--- src/rtl/pwm_dac_loader.sv ---
// Four-channel PWM DAC code loader: clamps written codes, spreads the 4-bit
// fraction into a 16-bit dither pattern, and commits all channels together on a sync edge.
module pwm_dac_loader #(
  parameter int PWM_FULL = 156,
  parameter int CODE_MAX = PWM_FULL * 16
) (
  input  logic        adc_clk_i,
  input  logic        adc_rstn_i,
  input  logic        wr_i,
  input  logic [1:0]  addr_i,
  input  logic [11:0] wdata_i,
  input  logic        sync_i,
  output logic [23:0] dac_pwm_a_o,
  output logic [23:0] dac_pwm_b_o,
  output logic [23:0] dac_pwm_c_o,
  output logic [23:0] dac_pwm_d_o,
  output logic        busy_o,
  output logic        pending_o,
  output logic [1:0]  dbg_state_o
);

  localparam logic [11:0] LP_CODE_MAX = CODE_MAX[11:0];

  typedef enum logic [1:0] {
    ST_IDLE   = 2'd0,
    ST_LOAD   = 2'd1,
    ST_SPREAD = 2'd2,
    ST_STORE  = 2'd3
  } state_t;

  state_t      r_state;
  state_t      w_state_nxt;
  logic [11:0] r_code [4];
  logic [23:0] r_stage [4];
  logic [23:0] r_out [4];
  logic [3:0]  r_dirty;
  logic [1:0]  r_last;
  logic [1:0]  r_cur;
  logic [7:0]  r_int;
  logic [3:0]  r_frac;
  logic [3:0]  r_acc;
  logic [3:0]  r_cnt;
  logic [15:0] r_pat;
  logic        r_pending;
  logic        r_sync_d;

  logic [11:0] w_wclamp;
  logic [1:0]  w_sel;
  logic [1:0]  w_idx;
  logic        w_found;
  logic [4:0]  w_sum;
  logic        w_busy;
  logic        w_edge;

  assign w_wclamp = (wdata_i > LP_CODE_MAX) ? LP_CODE_MAX : wdata_i;
  assign w_sum    = {1'b0, r_acc} + {1'b0, r_frac};
  assign w_busy   = (r_state != ST_IDLE);
  assign w_edge   = sync_i & ~r_sync_d;

  // Round-robin: first dirty channel strictly after the last one converted.
  always_comb begin
    w_sel   = r_last;
    w_idx   = r_last;
    w_found = 1'b0;
    for (int k = 1; k <= 4; k++) begin
      w_idx = r_last + 2'(k);
      if (!w_found && r_dirty[w_idx]) begin
        w_sel   = w_idx;
        w_found = 1'b1;
      end
    end
  end

  always_comb begin
    w_state_nxt = r_state;
    case (r_state)
      ST_IDLE:   if (|r_dirty) w_state_nxt = ST_LOAD;
      ST_LOAD:   w_state_nxt = ST_SPREAD;
      ST_SPREAD: if (r_cnt == 4'd15) w_state_nxt = ST_STORE;
      ST_STORE:  w_state_nxt = ST_IDLE;
      default:   w_state_nxt = ST_IDLE;
    endcase
  end

  always_ff @(posedge adc_clk_i) begin
    if (!adc_rstn_i) r_state <= ST_IDLE;
    else             r_state <= w_state_nxt;
  end

  always_ff @(posedge adc_clk_i) begin
    if (!adc_rstn_i) begin
      for (int i = 0; i < 4; i++) begin
        r_code[i]  <= '0;
        r_stage[i] <= '0;
        r_out[i]   <= '0;
      end
      r_dirty   <= '0;
      r_last    <= 2'd3;
      r_cur     <= 2'd0;
      r_int     <= '0;
      r_frac    <= '0;
      r_acc     <= '0;
      r_cnt     <= '0;
      r_pat     <= '0;
      r_pending <= 1'b0;
      r_sync_d  <= 1'b0;
    end else begin
      r_sync_d <= sync_i;
      case (r_state)
        ST_LOAD: begin
          r_dirty[w_sel] <= 1'b0;
          r_cur          <= w_sel;
          r_last         <= w_sel;
          r_int          <= r_code[w_sel][11:4];
          r_frac         <= r_code[w_sel][3:0];
          r_acc          <= '0;
          r_cnt          <= '0;
          r_pat          <= '0;
        end
        ST_SPREAD: begin
          r_pat[r_cnt] <= w_sum[4];
          r_acc        <= w_sum[3:0];
          r_cnt        <= r_cnt + 4'd1;
        end
        ST_STORE: begin
          r_stage[r_cur] <= {r_int, r_pat};
          r_pending      <= 1'b1;
        end
        default: ;
      endcase
      // A write after the LOAD clear re-arms the channel, so a write during
      // its own conversion is picked up by a later reconversion.
      if (wr_i) begin
        r_code[addr_i]  <= w_wclamp;
        r_dirty[addr_i] <= 1'b1;
      end
      // STORE keeps busy high, so a commit never sees a half-updated set.
      if (w_edge && !w_busy && r_pending) begin
        for (int i = 0; i < 4; i++) r_out[i] <= r_stage[i];
        r_pending <= 1'b0;
      end
    end
  end

  assign dac_pwm_a_o = r_out[0];
  assign dac_pwm_b_o = r_out[1];
  assign dac_pwm_c_o = r_out[2];
  assign dac_pwm_d_o = r_out[3];
  assign busy_o      = w_busy;
  assign pending_o   = r_pending;
  assign dbg_state_o = r_state;

endmodule

--- config.mk ---
export PLATFORM = sky130hd
export DESIGN_NAME = pwm_dac_loader
export DESIGN_NICKNAME = d
export VERILOG_FILES = /design/src/rtl/pwm_dac_loader.sv
export SDC_FILE = /design/constraint.sdc
export NUM_CORES = 1
export LEC_CHECK = 0
export BUFFER_PORTS_ARGS = -buffer_cell sky130_fd_sc_hd__buf_2
export CAP_MARGIN = 10
export CORE_MARGIN = 8
export CORE_UTILIZATION = 60
export CTS_BUF_LIST = sky130_fd_sc_hd__clkbuf_4 sky130_fd_sc_hd__clkbuf_8
export DETAILED_ROUTE_END_ITERATION = 8
export HOLD_SLACK_MARGIN = 0.05
export PLACE_DENSITY = 0.81
export SETUP_SLACK_MARGIN = 0.02
export SLEW_MARGIN = 10
export SYNTH_ARGS = -nofsm -noshare
export SYNTH_HDL_FRONTEND = slang
export SYNTH_SLANG_ARGS = --single-unit
--- constraint.sdc ---
create_clock -name adc_clk_i -period 4 [get_ports adc_clk_i]
set_clock_uncertainty 0.15 [all_clocks]
set_input_delay 0.2 -clock adc_clk_i [delete_from_list [all_inputs] [get_ports adc_clk_i]]
set_output_delay 0.2 -clock adc_clk_i [all_outputs]
set_load 0.01 [all_outputs]
# Word-level counts from Yosys, hierarchy flattened
# Memory sizes are Yosys's and may differ from the RTL's. A register that Yosys moved wholly into a read port is not among the register bits.
# Cells that the tools add are included.
dict set report word_totals {
  regBits 36
  latchBits 0
  ramBits 240
  romBits 0
  inputBits 18
  output_inout_bits 100
  elab_cells 117
  memories 3
}
dict set report classes {
  addsub 5
  mul 0
  div 0
  magnitude_cmp 11
  n_eq_ne 6
  shifts 0
  mux 52
  n_bitwise 10
  n_reduce_logical 21
}
# memory words width read_ports rd_ports_with_merged_regs write_ports line_no
set memory_table {}
lappend memory_table {r_out 4 24 4 0 4 35} ;# logic [23:0] r_out [4];
lappend memory_table {r_stage 4 24 4 0 4 34} ;# logic [23:0] r_stage [4];
lappend memory_table {r_code 4 12 1 1 4 33} ;# logic [11:0] r_code [4];
# cell n
set op_table {}
lappend op_table {{two-way mux 24 bit} 5}
lappend op_table {{one-hot mux 16 bit (2 select lines)} 1}
lappend op_table {{two-way mux 12 bit} 2}
lappend op_table {{OR reduction 24 bit} 1}
lappend op_table {{two-way mux 1 bit} 22}
lappend op_table {{< comparator 2 x 3 -> 1 bit (second input constant)} 6}
lappend op_table {{bitwise mux 16 bit} 1}
lappend op_table {{two-way mux 2 bit} 8}
lappend op_table {{one-hot mux 4 bit (2 select lines)} 2}
lappend op_table {{> comparator 12 bit (second input constant)} 1}
lappend op_table {{two-way mux 4 bit} 3}
lappend op_table {{OR reduction 12 bit} 1}
lappend op_table {{binary-select mux 1 bit (select 2 bit)} 4}
lappend op_table {{logical AND 1 bit} 8}
lappend op_table {{one-hot mux 2 bit (4 select lines)} 1}
lappend op_table {{adder 4 x 4 -> 5 bit} 1}
lappend op_table {{logical NOT 1 bit} 5}
lappend op_table {{< comparator 4 x 5 -> 1 bit (second input constant)} 1}
lappend op_table {{adder 2 bit (second input constant)} 2}
lappend op_table {{adder 4 x 1 -> 4 bit (second input constant)} 1}
lappend op_table {{AND 4 bit} 1}
lappend op_table {{demux 1 bit (select 2 bit)} 2}
lappend op_table {{demux 1 bit (select 4 bit)} 1}
lappend op_table {{== test 2 bit (second input constant)} 2}
lappend op_table {{other kinds (16)} 23}

# Depth between registers and ports, before layout
# Gate-level depths: netlist of the first run.
dict set report depth {
  depth_word 23
  depth_mapped 9
  depth_no_buf 8
}

# Least setup slack after synthesis of the first run
# OpenSTA, ideal clock, no wires.
dict set report synth_timing {
  path_kind {flip-flop to flip-flop}
  from {register r_state[0], in the netlist dbg_state_o[0]}
  to {memory r_out[0][0] (enable)}
  setup_ns 0.908
  t_arrival_ns 2.438
  t_required_ns 2.942
  slack_ns 0.504
  stages_incl_launch_ff 5
  n_path_buf 0
  period_less_slack_ns 3.496
  path_cell_list {dfxtp_1 > inv_1 > ha_1 > nand4b_1 > nand2_1}
}
# element line_no
set synth_rtl {}
lappend synth_rtl {{from (decl)} 31} ;# state_t r_state;
lappend synth_rtl {{from (signal assigned)} 87} ;# else r_state <= w_state_nxt;
lappend synth_rtl {{to (decl)} 35}

# Worst setup path after layout of the first run
dict set report layout_timing {
  from {register r_state[0], in the netlist dbg_state_o[0]}
  to {register r_dirty[3]}
}
dict set report layout_between {
  elab_chain_len 5
}
# element line_no
set layout_lines {}
lappend layout_lines {{== test 2 x 1 -> 1 bit *} 109} ;# case (r_state)
lappend layout_lines {{two-way mux 4 bit *} 109}
lappend layout_lines {{two-way mux 4 bit *} 91} ;# if (!adc_rstn_i) begin
lappend layout_lines {{bitwise OR 4 bit (no source line)} n/a}
lappend layout_lines {{two-way mux 4 bit *} 133} ;# if (wr_i) begin
lappend layout_lines {{to (signal assigned)} 97} ;# r_dirty <= '0;
lappend layout_lines {{to (signal, indexed assignment)} 111} ;# r_dirty[w_sel] <= 1'b0;
lappend layout_lines {{to (signal, indexed assignment)} 135} ;# r_dirty[addr_i] <= 1'b1;
lappend layout_lines {{to (decl)} 36} ;# logic [3:0] r_dirty;
# Every way passes the cells marked *; elsewhere a longest branch is shown, timed or not. The select of a mux whose other input is x is not followed.
# A chain may end at the register's enable or synchronous reset.

==> impl_metrics.json, run 1 <==
{
  "fmax_mhz": 344,
  "setup_viol": 0,
  "drive_gt1_share_pct": 21.5,
  "status": "finished clean",
  "ioPinCount": 118,
  "start_kind": "flip-flop",
  "path_class": "reg2reg",
  "clk_latency_ps": 530,
  "drv_slew": 0,
  "hold_violations": 0,
  "maxSlewHeadroom_pct": 28.6,
  "cts_setup_buffers": 0,
  "async_flop_share_pct": 0,
  "yosysSeqAreaShare_pct": 70.7,
  "num_antenna_cells": 0,
  "grt_pass1_vias": 6996,
  "ys.flop_type": "edfxtp_1",
  "gp_congestion": 0.815,
  "fin_cells": 1306,
  "grt_pass1_wl_mm": 35.9,
  "avgRoutedWirePerCell_um": 17.5,
  "place_ws_ps": 1220,
  "die_w_um": 155,
  "route.vias.total": 7000,
  "yosys_warnings": 0,
  "fin_hold_ws_ps": 328,
  "setup_slack_ps": 1090,
  "worst_pin_slew_ps": 1070,
  "start_util_pct": 61.4,
  "area_growth_pct": 16.4,
  "p_leak_nw": 5.47,
  "root_buffer": "clkbuf_8",
  "period_share_pct": 72.7,
  "nets": 1042,
  "syn_area_um2": 11600,
  "syn_inst": 860,
  "peakVddDrop_mv": 0.284,
  "rows": 50,
  "swShare_pct": 26.1,
  "yosys.area.top_type": "edfxtp_1",
  "fp.dieH_um": 155,
  "rsz0062_at_grt": "no",
  "synth_area_leaders": "edfxtp_1 62%, and2_1 11%, dfxtp_1 8.3%",
  "ant_nets": 0,
  "synth_top_area_share_pct": 62.4,
  "holdBufCountCts": 20,
  "maxCapViolCount": 0,
  "h-tree-depth": 2,
  "p_switching_mw": 1.76,
  "use_met2_pct": 31.7,
  "ys_types": 44,
  "p_comb_share_pct": 12.8,
  "finalCriticalPeriod_ps": 2910,
  "seq_power_share_pct": 53.6,
  "cts.clk_slew.worst_paths_ps": 60,
  "track_usage_pct": 18.8,
  "synth_edf_count": 240,
  "syn_nets": 891,
  "avgSynthCellArea_um2": 13.4,
  "cp_max_fo": 30,
  "cts_buffers": 45,
  "core_um2": 18800,
  "use_met1_pct": 23.5,
  "use_met3_pct": 4.35,
  "cts_buffer_depth": 3,
  "cts-resized-gates": 0,
  "power_frac_clock_pct": 33.6,
  "antenna_found_initial": 0,
  "drt_iter0_drc": 601,
  "yosys_register_bits": 288,
  "hold_class": "reg2reg",
  "cts_tree": "built",
  "totalWireLength_mm": 22.9,
  "dieArea_um2": 24000,
  "place_inst": 1204,
  "dr.pass1.iters": 5,
  "cp.arrival_ps": 3170,
  "crit_required_ps": 4260,
  "p_per_area_nw_per_um2": 502,
  "grt_most_used_layer": "met2",
  "dpl.hpwl_mm": 15.2,
  "end_kind": "flip-flop",
  "portBuffers": 117,
  "vias_per_cell": 5.36,
  "drc": 0,
  "grt_overflow": 0,
  "clock_sinks": 288,
  "tns_ps": 0,
  "internal_power_mw": 4.99,
  "grt_max_degree": 97
}
## through the flow
step / util [%] / total power, mW / area (µm²)
finish: 71.4 / 6.75 / 13400
global route: 71.4 / 7.03 / 13400
CTS: 71.4 / 6.78 / 13400
detailed placement: 65.9 / 4.52 / 12400
global placement: 65.9 / 4.48 / 12400
floorplan: - / 4.23 / 11600
## synth_stat cells, types with 7 or more instances
cell / count
o21ai_0: 21
buf_2: 7
a22oi_1: 12
nand2b_1: 8
o22ai_1: 13
and2_1: 199
mux2i_1: 13
a21oi_1: 29
nor2_1: 63
ha_1: 12
edfxtp_1: 240
nor3b_1: 7
and3_1: 37
dfxtp_1: 48
a2bb2oi_1: 12
clkbuf_1: 35
nand2_1: 32
and2_2: 8
nor2b_1: 7
inv_1: 13
## cells by family after synthesis
| family | synth area share, % |
|---|---|
| mux | 1.22 |
| xor+xnor | 0.0758 |
| buf+inv | 2.02 |
| compound gates | 5.71 |
| flops | 70.7 |
| fa+ha+maj | 1.47 |
| simple gates | 18.8 |
## area by class of cell
type | count | area, µm²
Clock buffer | 60 | 732
Timing Repair Buffer | 151 | 891
Inverter | 13 | 48.8
Clock inverter | 22 | 101
Tap cell | 260 | 325
Fill cell | 1256 | 5380
Sequential cell | 288 | 8170
Multi-Input combinational cell | 512 | 3180
## sequential cells by signal, summed over array words and instances (netlist names)
signal / cells
r_int: 8
pending_o: 1
r_last: 2
r_sync_d: 1
r_code: 48
r_dirty: 4
r_cnt: 4
r_stage: 96
r_out: 96
r_cur: 2
r_acc: 4
r_frac: 4
dbg_state_o: 2
r_pat: 16
## critical path: stages, from the launching register on
cell and delay, ps:
dfxtp_1 410, ha_1 810, nand2b_1 190, o32ai_2 470
a311oi_1 160, dlygate4sd3_1 590
## layer usage
metal	share of wire [%]	wire length [µm]	vias to the layer above
li1	-	-	3358
met5	0	0	-
met4	2.0	452	0
met3	6.8	1570	48
met1	42	9640	3355
met2	49	11200	239
## placed cells by master, fill, tap and decap left out, drive strengths merged, types with 2 or more instances in the layout
cell,synthesis,final
nand2,32,32
a22oi,12,12
nor2b,7,7
nor2,67,67
clkbuf,35,60
o32ai,2,2
o22ai,13,13
and3,37,37
dfxtp,48,48
clkinvlp,0,2
dlygate4sd3,0,20
or3,2,2
ha,12,12
clkinv,0,20
nor3,4,4
a21oi,30,30
nor3b,7,7
nand2b,8,8
nand4,3,3
o21ai,21,21
and2,207,207
a21o,2,2
mux2i,13,13
o31ai,3,3
buf,12,131
inv,13,13
nand4b,2,2
edfxtp,240,240
a2bb2oi,12,12
nand3,5,5
## worst paths after layout
path                        from  slack (ps)  depth (start not counted)    endpoint
setup / recovery  dbg_state_o[0]        1090                          5  r_dirty[3]
hold / removal          r_acc[0]         330                          2    r_acc[0]
setup reg to reg  dbg_state_o[0]        1090                          5  r_dirty[3]
hold reg to reg         r_acc[0]         330                          2    r_acc[0]
## power groups by stage
stage / logic [mW] / clock network (mW) / registers (mW)
4_1_cts: 0.866 / 2.31 / 3.61
3_3_place_gp: 0.819 / 0 / 3.66
2_1_floorplan: 0.579 / 0 / 3.65
5_1_grt: 0.954 / 2.44 / 3.64
3_5_place_dp: 0.847 / 0 / 3.67
6_report: 0.865 / 2.27 / 3.62
No activity file was read; power rests on OpenSTA's default activity.
==> run 2, diff against run 1 <==
==> constraint.sdc (replaced) <==
create_clock -name adc_clk_i -period 2.9 [get_ports adc_clk_i]
set_clock_uncertainty 0.15 [all_clocks]
set_input_delay 0.145 -clock adc_clk_i [delete_from_list [all_inputs] [get_ports adc_clk_i]]
set_output_delay 0.145 -clock adc_clk_i [all_outputs]
set_load 0.01 [all_outputs]
==> impl_metrics.json, run 2 (synthesized netlist as in run 1, its figures left out) <==
{
  "path_depth": 8,
  "drive_gt1_share_pct": 22.6,
  "grt_overflow": 0,
  "dr.pass1.iters": 5,
  "grt_pass1_wl_mm": 35.6,
  "drc": 0,
  "r2r_slack_ps": 370,
  "h-tree-depth": 2,
  "period_share_pct": 87.3,
  "worst_pin_slew_ps": 681,
  "finalCriticalPeriod_ps": 2530,
  "grt_max_degree": 98,
  "multi_input_area_um2": 3190,
  "totalWireLength_mm": 22.5,
  "place_ws_ps": 611,
  "path_class": "reg2reg",
  "antenna_found_initial": 0,
  "endpoint": "r_dirty[0]",
  "ant_nets": 0,
  "maxSlewHeadroom_pct": 54.5,
  "core_um2": 18800,
  "reg2reg_to": "r_dirty[0]",
  "final_cell_area_um2": 13600,
  "cts_buffer_depth": 3,
  "drv_slew": 0,
  "cp-startpoint": "dbg_state_o[1]",
  "area_growth_pct": 17.7,
  "cp_max_fo": 15,
  "crit_chain": "inv_1 -> ha_2 -> nand2_1 -> o32ai_1 -> buf_4 -> nor2b_1 -> o21ai_0 -> dlygate4sd3_1",
  "rows": 50,
  "crit_required_ps": 3180,
  "path_delay_family": "buffers and inverters",
  "rsz0062_at_grt": "no",
  "setup_viol": 0,
  "cp.arrival_ps": 2810,
  "grt_pass1_vias": 6947,
  "fmax_mhz": 395,
  "root_buffer": "clkbuf_8",
  "drt_iter0_drc": 585,
  "cts.clk_slew.worst_paths_ps": 60,
  "p_leak_nw": 5.54,
  "final_cell_mix": "240 x edfxtp_1, 199 x and2_1, 117 x buf_2",
  "start_util_pct": 61.4,
  "nets": 1051,
  "route.vias.total": 7063,
  "cts_tree": "built",
  "cts_buffers": 46,
  "setup_slack_ps": 369,
  "maxCapViolCount": 0,
  "tns_ps": 0,
  "cp_slowest_cell": "dlygate4sd3_1",
  "use_met3_pct": 4.10,
  "status": "finished clean",
  "clk_latency_ps": 540,
  "grt_most_used_layer": "met2",
  "timing.critical_path.buf_inv": 3,
  "avgRoutedWirePerCell_um": 17.1,
  "portBuffers": 117,
  "num_antenna_cells": 0,
  "p_per_area_nw_per_um2": 701,
  "reg_top3": "r_out: 96 flops, r_stage: 96 flops, r_code: 48 flops",
  "crit_path_max_incr_delay_ps": 550,
  "dpl.hpwl_mm": 14.5,
  "die_w_um": 155,
  "ioPinCount": 118,
  "r2r_cells": 8,
  "dieArea_um2": 24000,
  "track_usage_pct": 18.8,
  "use_met1_pct": 23.3,
  "vias_per_cell": 5.37,
  "start_kind": "flip-flop",
  "hold_class": "in2reg",
  "clock_sinks": 288,
  "use_met2_pct": 32.0,
  "r2r_start": "dbg_state_o[1]",
  "fp.dieH_um": 155,
  "final_common_cell": "edfxtp_1",
  "place_inst": 1212,
  "gp_congestion": 0.794,
  "regArea_um2": 8170,
  "dpl_cell_area_um2": 12500,
  "peakVddDrop_mv": 0.708,
  "fin_cells": 1315,
  "end_kind": "flip-flop",
  "hold_violations": 0,
  "fillers": 1204
}
run 2: cell count changes in the layout (fill, tap and decap cells not counted), moves of 2 or more:
cell,before,now
clkbuf_4,15,20
clkbuf_8,45,50
buf_4,14,21
clkinv_1,11,8
clkinv_2,9,2
inv_6,0,2
run 2: where the power goes:
group	leakage, nW	internal, mW	switching, mW
registers	2.84	4.78	0.196
logic	2.22	0.478	0.753
clock network	0.481	1.85	1.48
total	5.54	7.10	2.43
run 2: worst min path at each step:
stage,start,end,slack [ps],cells after the start
floorplan,sync_i,r_sync_d,120,1
global placement,sync_i,r_sync_d,240,2
detailed placement,sync_i,r_sync_d,240,2
CTS,sync_i,r_sync_d,200,3
global route,sync_i,r_sync_d,240,3
finish,sync_i,r_sync_d,230,3
run 2: routing by layer:
metal  vias up  share of wire (%)
met4         0                1.8
met2       267                 49
met3        40                7.6
li1       3376                  -
met1      3380                 41
met5         -                  0
run 2: cell type report:
| class | instances | area share, % |
|---|---|---|
| sequential | 288 | 60.1 |
| clock buffer | 70 | 6.17 |
| inverter | 13 | 0.359 |
| timing repair buffer | 159 | 7.09 |
| clock inverter | 13 | 0.479 |
| multi-input combinational | 512 | 23.4 |
| tap | 260 | 2.39 |
run 2: timing repair:
item                                   in CTS  in global routing
resized for setup                           0                  1
buffers inserted                            0                  0
setup endpoints to repair                   0                  1
hold buffers                               20                  0
endpoints found under the hold margin      54                  0
run 2: worst reg2reg max path: stages (launching register included):
cell and delay, ps:
dfxtp_1 340, inv_1 100, ha_2 370, nand2_1 140
o32ai_1 270, buf_4 290, nor2b_1 150, o21ai_0 70
dlygate4sd3_1 550
run 2: per-stage QoR:
stage / power (mW) / hold WS, ps / util (%)
6_report: 9.53 / 231 / 72.2
5_1_grt: 9.94 / 240 / 72.2
4_1_cts: 9.58 / 197 / 72.2
3_5_place_dp: 6.25 / 239 / 66.3
3_3_place_gp: 6.21 / 235 / 66.3
2_1_floorplan: 5.83 / 122 / -
==> run 3, diff against run 2 <==
--- a/config.mk
+++ b/config.mk
@@ -13,8 +13,8 @@
 export DETAILED_ROUTE_END_ITERATION = 8
 export HOLD_SLACK_MARGIN = 0.05
 export PLACE_DENSITY = 0.81
-export SETUP_SLACK_MARGIN = 0.02
-export SLEW_MARGIN = 10
+export SETUP_SLACK_MARGIN = 0.4
+export SLEW_MARGIN = 5
 export SYNTH_ARGS = -nofsm -noshare
 export SYNTH_HDL_FRONTEND = slang
 export SYNTH_SLANG_ARGS = --single-unit
==> impl_metrics.json, run 3 (synthesized netlist as in run 1, its figures left out) <==
{
  "grt_overflow": 0,
  "finalCriticalPeriod_ps": 2410,
  "grt_pass1_wl_mm": 35.7,
  "cts_buffers": 44,
  "reg_top3": "r_out: 96 flops, r_stage: 96 flops, r_code: 48 flops",
  "fp.dieH_um": 155,
  "die_w_um": 155,
  "hold_violations": 0,
  "p_total_mw": 9.62,
  "grt_max_degree": 65,
  "maxCapViolCount": 0,
  "cp.arrival_ps": 2650,
  "h-tree-depth": 2,
  "portBuffers": 117,
  "nets": 1052,
  "drc": 0,
  "avgRoutedWirePerCell_um": 17.3,
  "drt_iter0_drc": 465,
  "maxSlewHeadroom_pct": 59.3,
  "rows": 50,
  "dr.pass1.iters": 5,
  "antenna_found_initial": 0,
  "seq_power_share_pct": 51.7,
  "p_comb_share_pct": 12.9,
  "peakVddDrop_mv": 0.517,
  "p_per_area_nw_per_um2": 705,
  "grt_pass1_vias": 6753,
  "hold_class": "reg2reg",
  "multi_input_area_um2": 3200,
  "start_util_pct": 61.4,
  "num_antenna_cells": 0,
  "cts_tree": "built",
  "p_leak_nw": 5.57,
  "fin_hold_ws_ps": 335,
  "ant_nets": 0,
  "clock_sinks": 288,
  "clk_latency_ps": 530,
  "cts_buffer_depth": 3,
  "p_switching_mw": 2.40,
  "period_share_pct": 83.0,
  "status": "finished clean",
  "final_cell_mix": "240 x edfxtp_1, 199 x and2_1, 117 x buf_2",
  "fillers": 1200,
  "vias_per_cell": 5.29,
  "swShare_pct": 25.0,
  "gp_congestion": 0.790,
  "internal_power_mw": 7.22,
  "path_class": "reg2reg",
  "totalWireLength_mm": 22.7,
  "track_usage_pct": 18.7,
  "power_frac_clock_pct": 35.4,
  "root_buffer": "clkbuf_8",
  "start_kind": "flip-flop",
  "cp_max_fo": 64,
  "drive_gt1_share_pct": 22.6,
  "worst_pin_slew_ps": 609,
  "core_um2": 18800,
  "cts.clk_slew.worst_paths_ps": 60,
  "setup_viol": 0,
  "dieArea_um2": 24000,
  "end_kind": "flip-flop",
  "tns_ps": 0,
  "fmax_mhz": 416,
  "ioPinCount": 118,
  "area_growth_pct": 18.1,
  "dpl.hpwl_mm": 14.6,
  "crit_required_ps": 3140,
  "rsz0062_at_grt": "yes",
  "route.vias.total": 6952,
  "drv_slew": 0,
  "final_common_cell": "edfxtp_1",
  "regArea_um2": 8170
}
## run 3: power groups by stage
stage / sequential, mW / clock, mW / combinational (mW)
finish: 4.98 / 3.41 / 1.24
global route: 5.01 / 3.64 / 1.37
CTS: 4.97 / 3.46 / 1.24
detailed placement: 5.06 / 0 / 1.21
global placement: 5.05 / 0 / 1.18
floorplan: 5.02 / 0 / 0.800
## run 3: through the flow
step / instances / setup WS (ps) / cell area (µm²) / utilization [%]
after floorplan: 860 / 487 / 11600 / -
after global placement: 1211 / 479 / 12500 / 66.3
after detailed placement: 1211 / 375 / 12500 / 66.3
after CTS: 1310 / 437 / 13600 / 72.2
after global routing: 1314 / 349 / 13600 / 72.5
final: 1314 / 493 / 13600 / 72.5
## run 3: layout make-up
class,count,share of cell area [%]
timing repair buffer,161,7.27
tap,260,2.38
sequential,288,59.9
inverter,13,0.358
clock buffer,67,5.93
clock inverter,12,0.743
multi-input combinational,513,23.4
## run 3: timing repair
item                                    in CTS  in global routing
hold endpoints to repair                    62                  0
resized for setup                            1                  1
buffers inserted                             0                  4
pin swaps                                    1                  1
hold buffers                                19                  0
endpoints found under the setup margin      64                 96
cloned                                       1                  0
## run 3: critical path, stage by stage (launching register included)
cell and delay, ps:
dfxtp_1 350, inv_1 100, ha_1 240, nand4b_1 450
nor2_4 400, buf_6 350, and2_1 200
## run 3: per-layer routing
metal	vias to the layer above	global-route usage (%)	wire length, µm	share of wire [%]
li1	3381	-	-	-
met2	236	31.4	11000	48
met1	3307	23.9	9710	43
met4	0	5.32	342	1.5
met5	-	0	0	0
met3	28	4.46	1650	7.3
## run 3: worst paths after layout
kind | start | to | slack (ps) | cells past startpoint
setup / recovery | dbg_state_o[0] | r_out[0][0] | 490 | 6
hold / removal | r_acc[0] | r_acc[0] | 330 | 2
setup reg to reg | dbg_state_o[0] | r_out[0][0] | 490 | 6
hold reg to reg | r_acc[0] | r_acc[0] | 330 | 2
